===== config.mk =====
export PLATFORM = sky130hd
export DESIGN_NAME = register_file_loader
export DESIGN_NICKNAME = d
export VERILOG_FILES = /design/src/rtl/register_file_loader.sv
export SDC_FILE = /design/constraint.sdc
export NUM_CORES = 1
export LEC_CHECK = 0
export CAP_MARGIN = 25
export CORE_UTILIZATION = 43
export CTS_CLUSTER_DIAMETER = 120
export DETAILED_ROUTE_END_ITERATION = 7
export PLACE_DENSITY = 0.86
export RECOVER_POWER = 25
export SYNTH_ARGS = -nofsm -noshare
export SYNTH_HDL_FRONTEND = slang
export SYNTH_SLANG_ARGS = --single-unit

===== constraint.sdc =====
create_clock -name Clk -period 5.25 [get_ports Clk]
set_input_delay 0.7875 -clock Clk [delete_from_list [all_inputs] [get_ports Clk]]
set_output_delay 0.7875 -clock Clk [all_outputs]
set_load 0.01 [all_outputs]

===== src/rtl/register_file_loader.sv =====
// register_file_loader: streams words into a register file write port and
// reads each register back through both source ports to self-check it.
module register_file_loader #(
    parameter int DataWidth  = 16,
    parameter int SelectSize = 3,
    parameter int NumRegs    = 8
) (
    input  logic                  Clk,
    input  logic                  Reset_N,
    input  logic                  Start,
    input  logic                  Load_Valid,
    output logic                  Load_Ready,
    input  logic [DataWidth-1:0]  Load_Data,
    output logic                  REG_WE,
    output logic [SelectSize-1:0] REG_Dst,
    output logic [DataWidth-1:0]  DIn,
    output logic [SelectSize-1:0] REG_Src1,
    output logic [SelectSize-1:0] REG_Src2,
    input  logic [DataWidth-1:0]  SRC1,
    input  logic [DataWidth-1:0]  SRC2,
    output logic                  Busy,
    output logic                  Done,
    output logic                  Error,
    output logic [SelectSize-1:0] Err_Index,
    output logic [1:0]            Err_Port
);

    localparam logic [2:0] IDLE      = 3'd0;
    localparam logic [2:0] WAIT_DATA = 3'd1;
    localparam logic [2:0] WRITE     = 3'd2;
    localparam logic [2:0] VERIFY    = 3'd3;
    localparam logic [2:0] DONE      = 3'd4;

    localparam logic [SelectSize-1:0] LastIdx = SelectSize'(NumRegs - 1);

    logic [2:0]            state;
    logic [SelectSize-1:0] idx;
    logic [SelectSize-1:0] dst_q;
    logic [DataWidth-1:0]  data_q;
    logic                  error_q;
    logic [SelectSize-1:0] err_idx_q;
    logic [1:0]            err_port_q;
    logic [1:0]            miss;

    assign miss = {SRC2 != data_q, SRC1 != data_q};

    always_ff @(posedge Clk or negedge Reset_N) begin
        if (!Reset_N) begin
            state      <= IDLE;
            idx        <= '0;
            dst_q      <= '0;
            data_q     <= '0;
            error_q    <= 1'b0;
            err_idx_q  <= '0;
            err_port_q <= 2'b00;
        end else begin
            unique case (1'b1)
                (state == IDLE): begin
                    if (Start) begin
                        error_q    <= 1'b0;
                        err_idx_q  <= '0;
                        err_port_q <= 2'b00;
                        idx        <= '0;
                        state      <= WAIT_DATA;
                    end
                end
                (state == WAIT_DATA): begin
                    if (Load_Valid) begin
                        data_q <= Load_Data;
                        dst_q  <= idx;
                        state  <= WRITE;
                    end
                end
                (state == WRITE): begin
                    state <= VERIFY;
                end
                (state == VERIFY): begin
                    // a mismatch aborts; later registers stay untouched
                    if (miss != 2'b00) begin
                        error_q    <= 1'b1;
                        err_idx_q  <= idx;
                        err_port_q <= miss;
                        state      <= DONE;
                    end else if (idx == LastIdx) begin
                        state <= DONE;
                    end else begin
                        idx   <= idx + 1'b1;
                        state <= WAIT_DATA;
                    end
                end
                default: begin
                    state <= IDLE;
                end
            endcase
        end
    end

    assign Load_Ready = (state == WAIT_DATA);
    assign REG_WE     = (state != WRITE);
    assign REG_Dst    = dst_q;
    assign DIn        = data_q;
    assign REG_Src1   = idx;
    assign REG_Src2   = idx;
    assign Busy       = (state != IDLE);
    assign Done       = (state == DONE);
    assign Error      = error_q;
    assign Err_Index  = err_idx_q;
    assign Err_Port   = err_port_q;

endmodule


==> flow_summary.yaml, run 1 <==
route:
  vias: 1354
  remaining_drc_errors: 0
  wl_per_cell_um: 14.6
  viasPerCell: 4.91
  drt-pass1-iter-count: 4
  drt_iter0_drc: 50
  detail-route-antenna-nets: 0
  wirelength_um: 4040
sta:
  grt_setup_unrepaired: "false"
  period_share_pct: 48.4
  fin_skew_ns: 0.00617
  finalSetupViolations: 0
  timing.fmax_mhz: 394
  period_needed_ns: 2.54
  setup_tns_ns: 0
  setup_ws_ns: 2.71
  worst_slew_pin_slew_ns: 1.67
  slew_violations: 32
  slew_headroom_pct: -11.4
  final_hold_viol_count: 0
worst_hold_path:
  min-delay-path-class: "reg -> reg"
floorplanning:
  die_h_um: 64.9
  die_x_um: 64.9
  dieArea_sq_mm: 0.00422
  io_pins: 87
  start_util_pct: 45.8
  core-area_sq_mm: 0.00372
  std_cell_rows: 22
clocking:
  cts_made_buffers: 5
  clkTransAtPathRegs_ns: 0.06
  cts_setup_buffers: 0
  ctsRootBufferMaster: "clkbuf_8"
  cts_max_level: 2
  clk-insertion-delay-late_ns: 0.28
  cts.sink_count: 31
  cts_tree: "done"
  cts-resized-gates: 0
  cts_hold_buffers: 0
  clk_path_buf_depth: 2
finish:
  register_area_sq_um: 776
  antenna_cells: 0
  nets: 282
  multi_input_area_sq_um: 873
  area_growth_pct: 57.4
  design_area_sq_mm: 0.00268
  fillers: 282
  drive_gt1_share_pct: 15.4
worst_setup_path:
  required_ns: 4.46
  crit_end: "Busy"
  critical_path_arrival_ns: 1.75
  cp_max_fo: 9
  rrSetupSlack_ns: 3.36
  critPathLaunchType: "register"
  path_class: "reg -> out"
  critPathLaunch: "state[1]$_DFFE_PN0P_"
  critical_path.cell_chain: "nor3_1 > inv_1 > clkdlybuf4s50_1"
  critPathTopFamily: "buffers and inverters"
  cp_num_buf_inv: 2
  rr_worst_depth: 5
  crit_cells: 3
  crit_slowest_cell: "dfrtp_1"
  reg2reg_to: "REG_Src1[1]$_DFFE_PN0P_"
  crit_path_max_incr_delay_ns: 0.49
  endpoint_kind: "primary output"
  timing.rr.start: "DIn[8]$_DFFE_PN0P_"
yosys:
  synth_seq_cells: 31
  yosysMostFrequentCell: "xnor2_1"
  ys_async_sr_fraction_pct: 100
  synthTopCellsByArea: "dfrtp_1 46%, xnor2_1 16%, mux2_2 13%"
  ys_seq_area_share_pct: 45.6
  syn_area_sq_mm: 0.00170
  syn_inst: 140
  synth_cell_types: 27
  ys_warn_count: 0
  synth_top_cell_by_area: "dfrtp_1"
  synth_edf_count: 0
  avgSynthCellArea_sq_um: 12.2
  syn-num-nets: 194
  synth_top_area_share_pct: 45.6
  synthFlopType: "dfrtp_1"
  synth_commonest_cells: "32 x xnor2_1, 31 x dfrtp_1, 19 x mux2_2"
global_route:
  use_met3_pct: 2.64
  grt_pass1_vias: 1346
  grt_antenna_before_repair: 0
  grt_overflow: 0
  grtUsageMet2_pct: 33.2
  grt_pass1_wl_um: 6280
  grtUsageMet1_pct: 24.5
  busiest_layer: "met2"
  grt_max_degree: 32
  grt_usage_pct: 20.1
placement:
  pre_cts_slack_ns: 2.58
  place_area_sq_mm: 0.00260
  numPortBuffers: 86
  gp_congestion: 0.728
  hpwl_um: 3170
pwr:
  switching_share_pct: 34.5
  intPower_w: 0.000801
  p_leak_nw: 1.06
  p_clk_share_pct: 15.0
  switchingPower_w: 0.000421
  irDropWorstVdd_mv: 0.266
  p_total_w: 0.00122
  p_seq_share_pct: 36.8
  p_comb_share_pct: 48.2
  power_density_mw_per_mm2: 456
run_status:
  violations: "capacitance limit, slew limit"
  outcome: "finished, violations left"
flow_run:
  max_cap_viol_count: 1
## worst min-delay path by stage
stage                            from                     end  slack, ns  cells after the start
4_1_cts        REG_Dst[2]$_DFFE_PN0P_  REG_Dst[2]$_DFFE_PN0P_       0.51                      1
5_1_grt        REG_Dst[0]$_DFFE_PN0P_  REG_Dst[0]$_DFFE_PN0P_       0.54                      1
3_3_place_gp        Error$_DFFE_PN0P_       Error$_DFFE_PN0P_       0.48                      1
3_5_place_dp        Error$_DFFE_PN0P_       Error$_DFFE_PN0P_       0.49                      1
2_1_floorplan                 Reset_N      DIn[0]$_DFFE_PN0P_       0.49                      0
6_report       REG_Dst[2]$_DFFE_PN0P_  REG_Dst[2]$_DFFE_PN0P_       0.51                      1
## power by group through the flow
stage | Combinational, W | Sequential [W] | Clock (W)
floorplan | 0.000310 | 0.000453 | 0
global placement | 0.000583 | 0.000448 | 0
detailed placement | 0.000595 | 0.000453 | 0
CTS | 0.000598 | 0.000449 | 0.000188
global route | 0.000634 | 0.000463 | 0.000201
finish | 0.000589 | 0.000450 | 0.000183
## placed cells by master (no fill, tap or decap), drive strengths merged, types with 2 or more instances in the layout
cell type / n
a21oi: 4
clkbuf: 7
clkdlybuf4s50: 85
dfrtp: 31
ha: 2
inv: 5
mux2: 21
mux2i: 6
nand2: 8
nand4: 8
nor3: 3
nor3b: 2
nor4: 2
or2: 2
xnor2: 32
## kinds of logic after synthesis
| group | Yosys count | synth area share (%) |
|---|---|---|
| xor gates and xnor gates | 32 | 16.5 |
| DFF | 31 | 45.6 |
| AOI/OAI and AO/OA | 8 | 3.09 |
| adders and majority gates | 2 | 1.47 |
| buffers and inverters | 11 | 3.16 |
| and+or+nand+nor | 29 | 12.4 |
| muxes | 27 | 17.9 |
## per-stage QoR
stage,std cells,util [%],hold WS [ns]
floorplan,140,-,0.492
global placement,269,69.9,0.484
detailed placement,269,69.9,0.487
CTS,276,72.2,0.510
global route,276,72.1,0.540
finish,276,72.1,0.508
## flip-flops by register name (all words and copies together) (netlist names)
signal     cells
REG_Src1       3
state          3
Err_Index      3
DIn           16
REG_Dst        3
Error          1
Err_Port       2
## cell type report
class	count	area share [%]
multi-input cells	98	32.6
clock inverters	1	0.187
inverters	5	0.700
clock buffers	6	3.08
repair buffers	87	32.3
flip-flops and latches	31	28.9
well taps	48	2.24
## routing by layer
metal / wire length, um / share of wire, %
met3: 152 / 3.8
met1: 1730 / 43
met5: 0 / 0
met4: 142 / 3.5
met2: 2020 / 50
Note: power is estimated with default switching activity, not from simulation.
==> run 2: changes to the inputs <==
--- a/config.mk
+++ b/config.mk
@@ -6,10 +6,10 @@
 export NUM_CORES = 1
 export LEC_CHECK = 0
 export CAP_MARGIN = 25
-export CORE_UTILIZATION = 43
+export CORE_UTILIZATION = 40
 export CTS_CLUSTER_DIAMETER = 120
 export DETAILED_ROUTE_END_ITERATION = 7
-export PLACE_DENSITY = 0.86
+export PLACE_DENSITY = 0.81
 export RECOVER_POWER = 25
 export SYNTH_ARGS = -nofsm -noshare
 export SYNTH_HDL_FRONTEND = slang
==> constraint.sdc (replaced) <==
create_clock -name Clk -period 2.45 [get_ports Clk]
set_input_delay 0.3675 -clock Clk [delete_from_list [all_inputs] [get_ports Clk]]
set_output_delay 0.3675 -clock Clk [all_outputs]
set_load 0.01 [all_outputs]
==> run 2 against run 1 <==
  * The flow still finishes with violations (capacitance limit, slew limit)
  * Final area increased by 1.8%
  * Global-route usage increased by 0.63 points
  * Critical path depth unchanged
  * Register-to-register slack got worse by 2.8 ns
  * Wire length increased by 6.4%
  * Highest routed layer unchanged
==> flow_summary.yaml, run 2 (synthesis results as in run 1) <==
run_status:
  outcome: "finished, violations left"
  violations: "capacitance limit, slew limit"
finish:
  final_common_cell: "clkdlybuf4s50_1"
  design_area_sq_mm: 0.00273
  drive_gt1_share_pct: 16.5
  mostFrequentLayoutCells: "86 x clkdlybuf4s50_1, 32 x xnor2_1, 31 x dfrtp_1"
  fillers: 332
  nets: 284
  largest_reg_flops: 16
  antenna_cells: 0
  area_growth_pct: 60.2
worst_setup_path:
  cp_num_buf_inv: 2
  rrSetupSlack_ns: 0.56
  endpoint_kind: "primary output"
  crit_path_max_incr_delay_ns: 0.49
  critPathLaunchType: "register"
  timing.rr.start: "DIn[14]$_DFFE_PN0P_"
  rr_worst_depth: 5
  path_class: "reg -> out"
  critPathTopFamily: "buffers and inverters"
  cp_max_fo: 8
  reg2reg_to: "REG_Src1[1]$_DFFE_PN0P_"
  critical_path_arrival_ns: 1.77
  required_ns: 2.08
  crit_slowest_cell: "clkdlybuf4s50_1"
  critical_path.cell_chain: "nor3_1 > inv_1 > clkdlybuf4s50_1"
global_route:
  grt_usage_pct: 20.7
  grt_max_degree: 32
  grt_pass1_wl_um: 6610
  grt_antenna_before_repair: 0
  grt_overflow: 0
  grt_pass1_vias: 1390
clocking:
  clk-insertion-delay-late_ns: 0.28
  cts_setup_buffers: 0
  clk_path_buf_depth: 2
  cts_tree: "done"
  cts_max_level: 2
  cts_made_buffers: 5
  cts.sink_count: 31
  ctsRootBufferMaster: "clkbuf_8"
  cts-resized-gates: 0
  cts_hold_buffers: 0
  clkTransAtPathRegs_ns: 0.07
sta:
  slew_violations: 32
  period_share_pct: 87.1
  final_hold_viol_count: 0
  fin_skew_ns: 0.00401
  grt_setup_unrepaired: "false"
  setup_tns_ns: 0
  finalSetupViolations: 0
  timing.fmax_mhz: 469
  worst_slew_pin_slew_ns: 1.67
  period_needed_ns: 2.13
  slew_headroom_pct: -11.6
route:
  detail-route-antenna-nets: 0
  wirelength_um: 4300
  drt_iter0_drc: 67
  viasPerCell: 4.86
  wl_per_cell_um: 15.3
  remaining_drc_errors: 0
  vias: 1366
  drt-pass1-iter-count: 4
worst_hold_path:
  holdPathEnd: "Error$_DFFE_PN0P_"
  min_from: "Error$_DFFE_PN0P_"
  min-delay-path-class: "reg -> reg"
  holdPathStages: 1
pwr:
  p_leak_nw: 1.09
  power_density_mw_per_mm2: 1020
  irDropWorstVdd_mv: 0.517
floorplanning:
  start_util_pct: 42.0
  core-area_sq_mm: 0.00406
  io_pins: 87
  std_cell_rows: 23
  dieArea_sq_mm: 0.00452
  die_x_um: 67.2
  die_h_um: 67.2
placement:
  numPortBuffers: 86
  gp_congestion: 0.781
  hpwl_um: 3490
  place_area_sq_mm: 0.00261
flow_run:
  max_cap_viol_count: 1
## run 2: cell type report
type / count / area, sq um / share of cell area [%]
Timing Repair Buffer: 89 / 880 / 32.2
Multi-Input combinational cell: 98 / 873 / 32.0
Sequential cell: 31 / 776 / 28.4
Clock buffer: 6 / 82.6 / 3.03
Tap cell: 50 / 62.6 / 2.29
Clock inverter: 2 / 35.0 / 1.28
Inverter: 5 / 18.8 / 0.688
## run 2: per-stage QoR
stage / utilization (%) / power [W] / std cells / hold slack [ns] / setup slack (ns)
after global routing: 67.2 / 0.00293 / 281 / 0.498 / 0.159
after floorplan: - / 0.00164 / 140 / 0.0719 / 0.710
after detailed placement: 64.4 / 0.00228 / 273 / 0.465 / 0.167
after CTS: 67.3 / 0.00281 / 281 / 0.480 / 0.296
after global placement: 64.4 / 0.00225 / 273 / 0.471 / 0.221
final: 67.2 / 0.00277 / 281 / 0.480 / 0.317
## run 2: worst max path at each step
| stage | depth (start not counted) | startpoint | slack (ns) | end |
|---|---|---|---|---|
| CTS | 3 | state[1]$_DFFE_PN0P_ | 0.30 | Busy |
| global route | 2 | Reset_N | 0.16 | DIn[4]$_DFFE_PN0P_ |
| global placement | 6 | SRC2[14] | 0.22 | REG_Src1[1]$_DFFE_PN0P_ |
| detailed placement | 6 | SRC2[14] | 0.17 | REG_Src1[1]$_DFFE_PN0P_ |
| finish | 3 | state[2]$_DFFE_PN0P_ | 0.32 | Busy |
| floorplan | 5 | DIn[14]$_DFFE_PN0P_ | 0.71 | REG_Src1[1]$_DFFE_PN0P_ |
## run 2: where the power goes
part / internal (W) / switching [W]
combinational: 0.000812 / 0.000476
sequential: 0.000697 / 0.000265
clock: 0.000329 / 0.000190
total: 0.00184 / 0.000932
## run 2: routing by layer
metal  up-vias  share of wire [%]  GRT usage, %
met5         -                  0             0
met4         0                2.2          10.1
met3         9                5.3          5.24
met2        42                 51          35.0
met1       653                 42          24.4
li1        662                  -             -
==> run 3: changes to the inputs <==
--- a/config.mk
+++ b/config.mk
@@ -6,6 +6,7 @@
 export NUM_CORES = 1
 export LEC_CHECK = 0
 export CAP_MARGIN = 25
+export CORE_ASPECT_RATIO = 0.6
 export CORE_UTILIZATION = 40
 export CTS_CLUSTER_DIAMETER = 120
 export DETAILED_ROUTE_END_ITERATION = 7
==> constraint.sdc (replaced) <==
create_clock -name Clk -period 2.1 [get_ports Clk]
set_input_delay 0.315 -clock Clk [delete_from_list [all_inputs] [get_ports Clk]]
set_output_delay 0.315 -clock Clk [all_outputs]
set_load 0.01 [all_outputs]
==> run 3 against run 2 <==
  * The run now ends clean
  * Count of clock-buffer cells in the layout is the same
  * Critical path depth is the same
  * Die area grew 0.20%
  * Combinational power grew 19%
  * Total power grew 17%
  * Non-clock buffer count grew 4
  * Utilization grew 4.3 points
  * Wire length shrank 0.21%
  * First-iteration DRC count shrank 73%
  * Final area grew 1.5%
  * Sequential power grew 15%
  * Largest cell class unchanged
  * Largest power group unchanged
==> flow_summary.yaml, run 3 (synthesis results as in run 1) <==
run_status:
  outcome: "complete, no violations"
worst_setup_path:
  cp_max_fo: 9
  critPathLaunch: "state[1]$_DFFE_PN0P_"
  path_class: "reg -> out"
  rrSetupSlack_ns: 0.28
  critPathLaunchType: "register"
  rr_worst_depth: 6
  reg2reg_to: "Err_Port[1]$_DFFE_PN0P_"
  critical_path_arrival_ns: 1.68
  timing.rr.start: "DIn[14]$_DFFE_PN0P_"
  required_ns: 1.78
  crit_end: "REG_WE"
  endpoint_kind: "primary output"
flow_run:
  max_cap_viol_count: 0
worst_hold_path:
  min-delay-path-class: "reg -> reg"
  min_from: "Error$_DFFE_PN0P_"
sta:
  setup_tns_ns: 0
  slew_violations: 0
  grt_setup_unrepaired: "false"
  period_needed_ns: 1.99
  period_share_pct: 94.9
  worst_slew_pin_slew_ns: 0.760
  final_hold_viol_count: 0
  timing.fmax_mhz: 502
  fin_skew_ns: 0.00629
  slew_headroom_pct: 49.3
  finalSetupViolations: 0
placement:
  numPortBuffers: 86
  hpwl_um: 3470
  dp_cells: 284
  place_area_sq_mm: 0.00265
  gp_congestion: 0.782
pwr:
  p_clk_share_pct: 18.4
  switching_share_pct: 33.4
  p_seq_share_pct: 34.3
  irDropWorstVdd_mv: 0.683
  p_comb_share_pct: 47.3
  power_density_mw_per_mm2: 1170
  intPower_w: 0.00216
  p_leak_nw: 1.11
  switchingPower_w: 0.00108
finish:
  antenna_cells: 0
  final_util_pct: 71.5
  layout.cells.non_filler: 292
  nets: 288
  design_area_sq_mm: 0.00277
  drive_gt1_share_pct: 18.3
  area_growth_pct: 62.5
  largest_reg_flops: 16
  final_common_cell: "clkdlybuf4s50_1"
  mostFrequentLayoutCells: "85 x clkdlybuf4s50_1, 32 x xnor2_1, 31 x dfrtp_1"
global_route:
  grt_antenna_before_repair: 0
  grt_usage_pct: 21.6
  grt_overflow: 0
  grt_max_degree: 32
  grt_pass1_vias: 1517
  grt_pass1_wl_um: 7130
clocking:
  cts-resized-gates: 0
  cts_hold_buffers: 0
  cts_setup_buffers: 0
  cts_made_buffers: 5
  clk_path_buf_depth: 2
  cts_tree: "done"
  clk-insertion-delay-late_ns: 0.28
  ctsRootBufferMaster: "clkbuf_8"
  clkTransAtPathRegs_ns: 0.07
  cts_max_level: 2
  cts.sink_count: 31
route:
  viasPerCell: 4.76
  vias: 1390
  remaining_drc_errors: 0
  wl_per_cell_um: 14.7
  drt_iter0_drc: 18
  drt-pass1-iter-count: 2
  detail-route-antenna-nets: 0
  wirelength_um: 4290
floorplanning:
  std_cell_rows: 17
  start_util_pct: 44.0
  die_h_um: 52.5
  core-area_sq_mm: 0.00387
  dieArea_sq_mm: 0.00453
  die_x_um: 86.2
  io_pins: 87
-- run 3: through the flow --
step                      worst slack (ns)  hold slack [ns]  power, W
after global routing                0.0199            0.523   0.00346
after CTS                           0.0970            0.429   0.00328
after detailed placement           -0.0519            0.466   0.00267
after floorplan                      0.360           0.0194   0.00191
final                                0.107            0.491   0.00324
after global placement            -0.00362            0.467   0.00261
-- run 3: area by class of cell --
type                       instances  area (sq um)
tap                               57          71.3
multi-input combinational         98           873
timing repair buffer              93           911
clock inverter                     2          35.0
inverter                           5          18.8
clock buffer                       6          82.6
sequential                        31           776
fill                             290          1100
-- run 3: worst min-delay path by stage --
stage                          end  slack, ns  depth (start not counted)
2_1_floorplan   DIn[0]$_DFFE_PN0P_       0.02                          0
3_3_place_gp     Error$_DFFE_PN0P_       0.47                          1
3_5_place_dp     Error$_DFFE_PN0P_       0.47                          1
4_1_cts        DIn[12]$_DFFE_PN0P_       0.43                          2
5_1_grt          Error$_DFFE_PN0P_       0.52                          1
6_report         Error$_DFFE_PN0P_       0.49                          1
-- run 3: worst max-delay path, cell delays in order (launching register included) --
cell and delay, ns:
dfrtp_1 0.53, nand2b_1 0.12, or2_2 0.28, clkdlybuf4s50_1 0.47
-- run 3: power groups by stage --
| stage | combinational, W | sequential (W) | clock [W] |
|---|---|---|---|
| final | 0.00153 | 0.00111 | 0.000598 |
| after global routing | 0.00166 | 0.00115 | 0.000650 |
| after floorplan | 0.000775 | 0.00113 | 0 |
| after CTS | 0.00156 | 0.00111 | 0.000612 |
| after detailed placement | 0.00155 | 0.00112 | 0 |
| after global placement | 0.00151 | 0.00110 | 0 |
-- run 3: layer usage --
metal  share of wire (%)  routed length [um]  GRT usage (%)
met1                  45                1940           25.6
met2                  47                2040           37.6
met3                 6.3                 272           6.77
met4                0.86                  37           7.78
met5                   0                   0              0
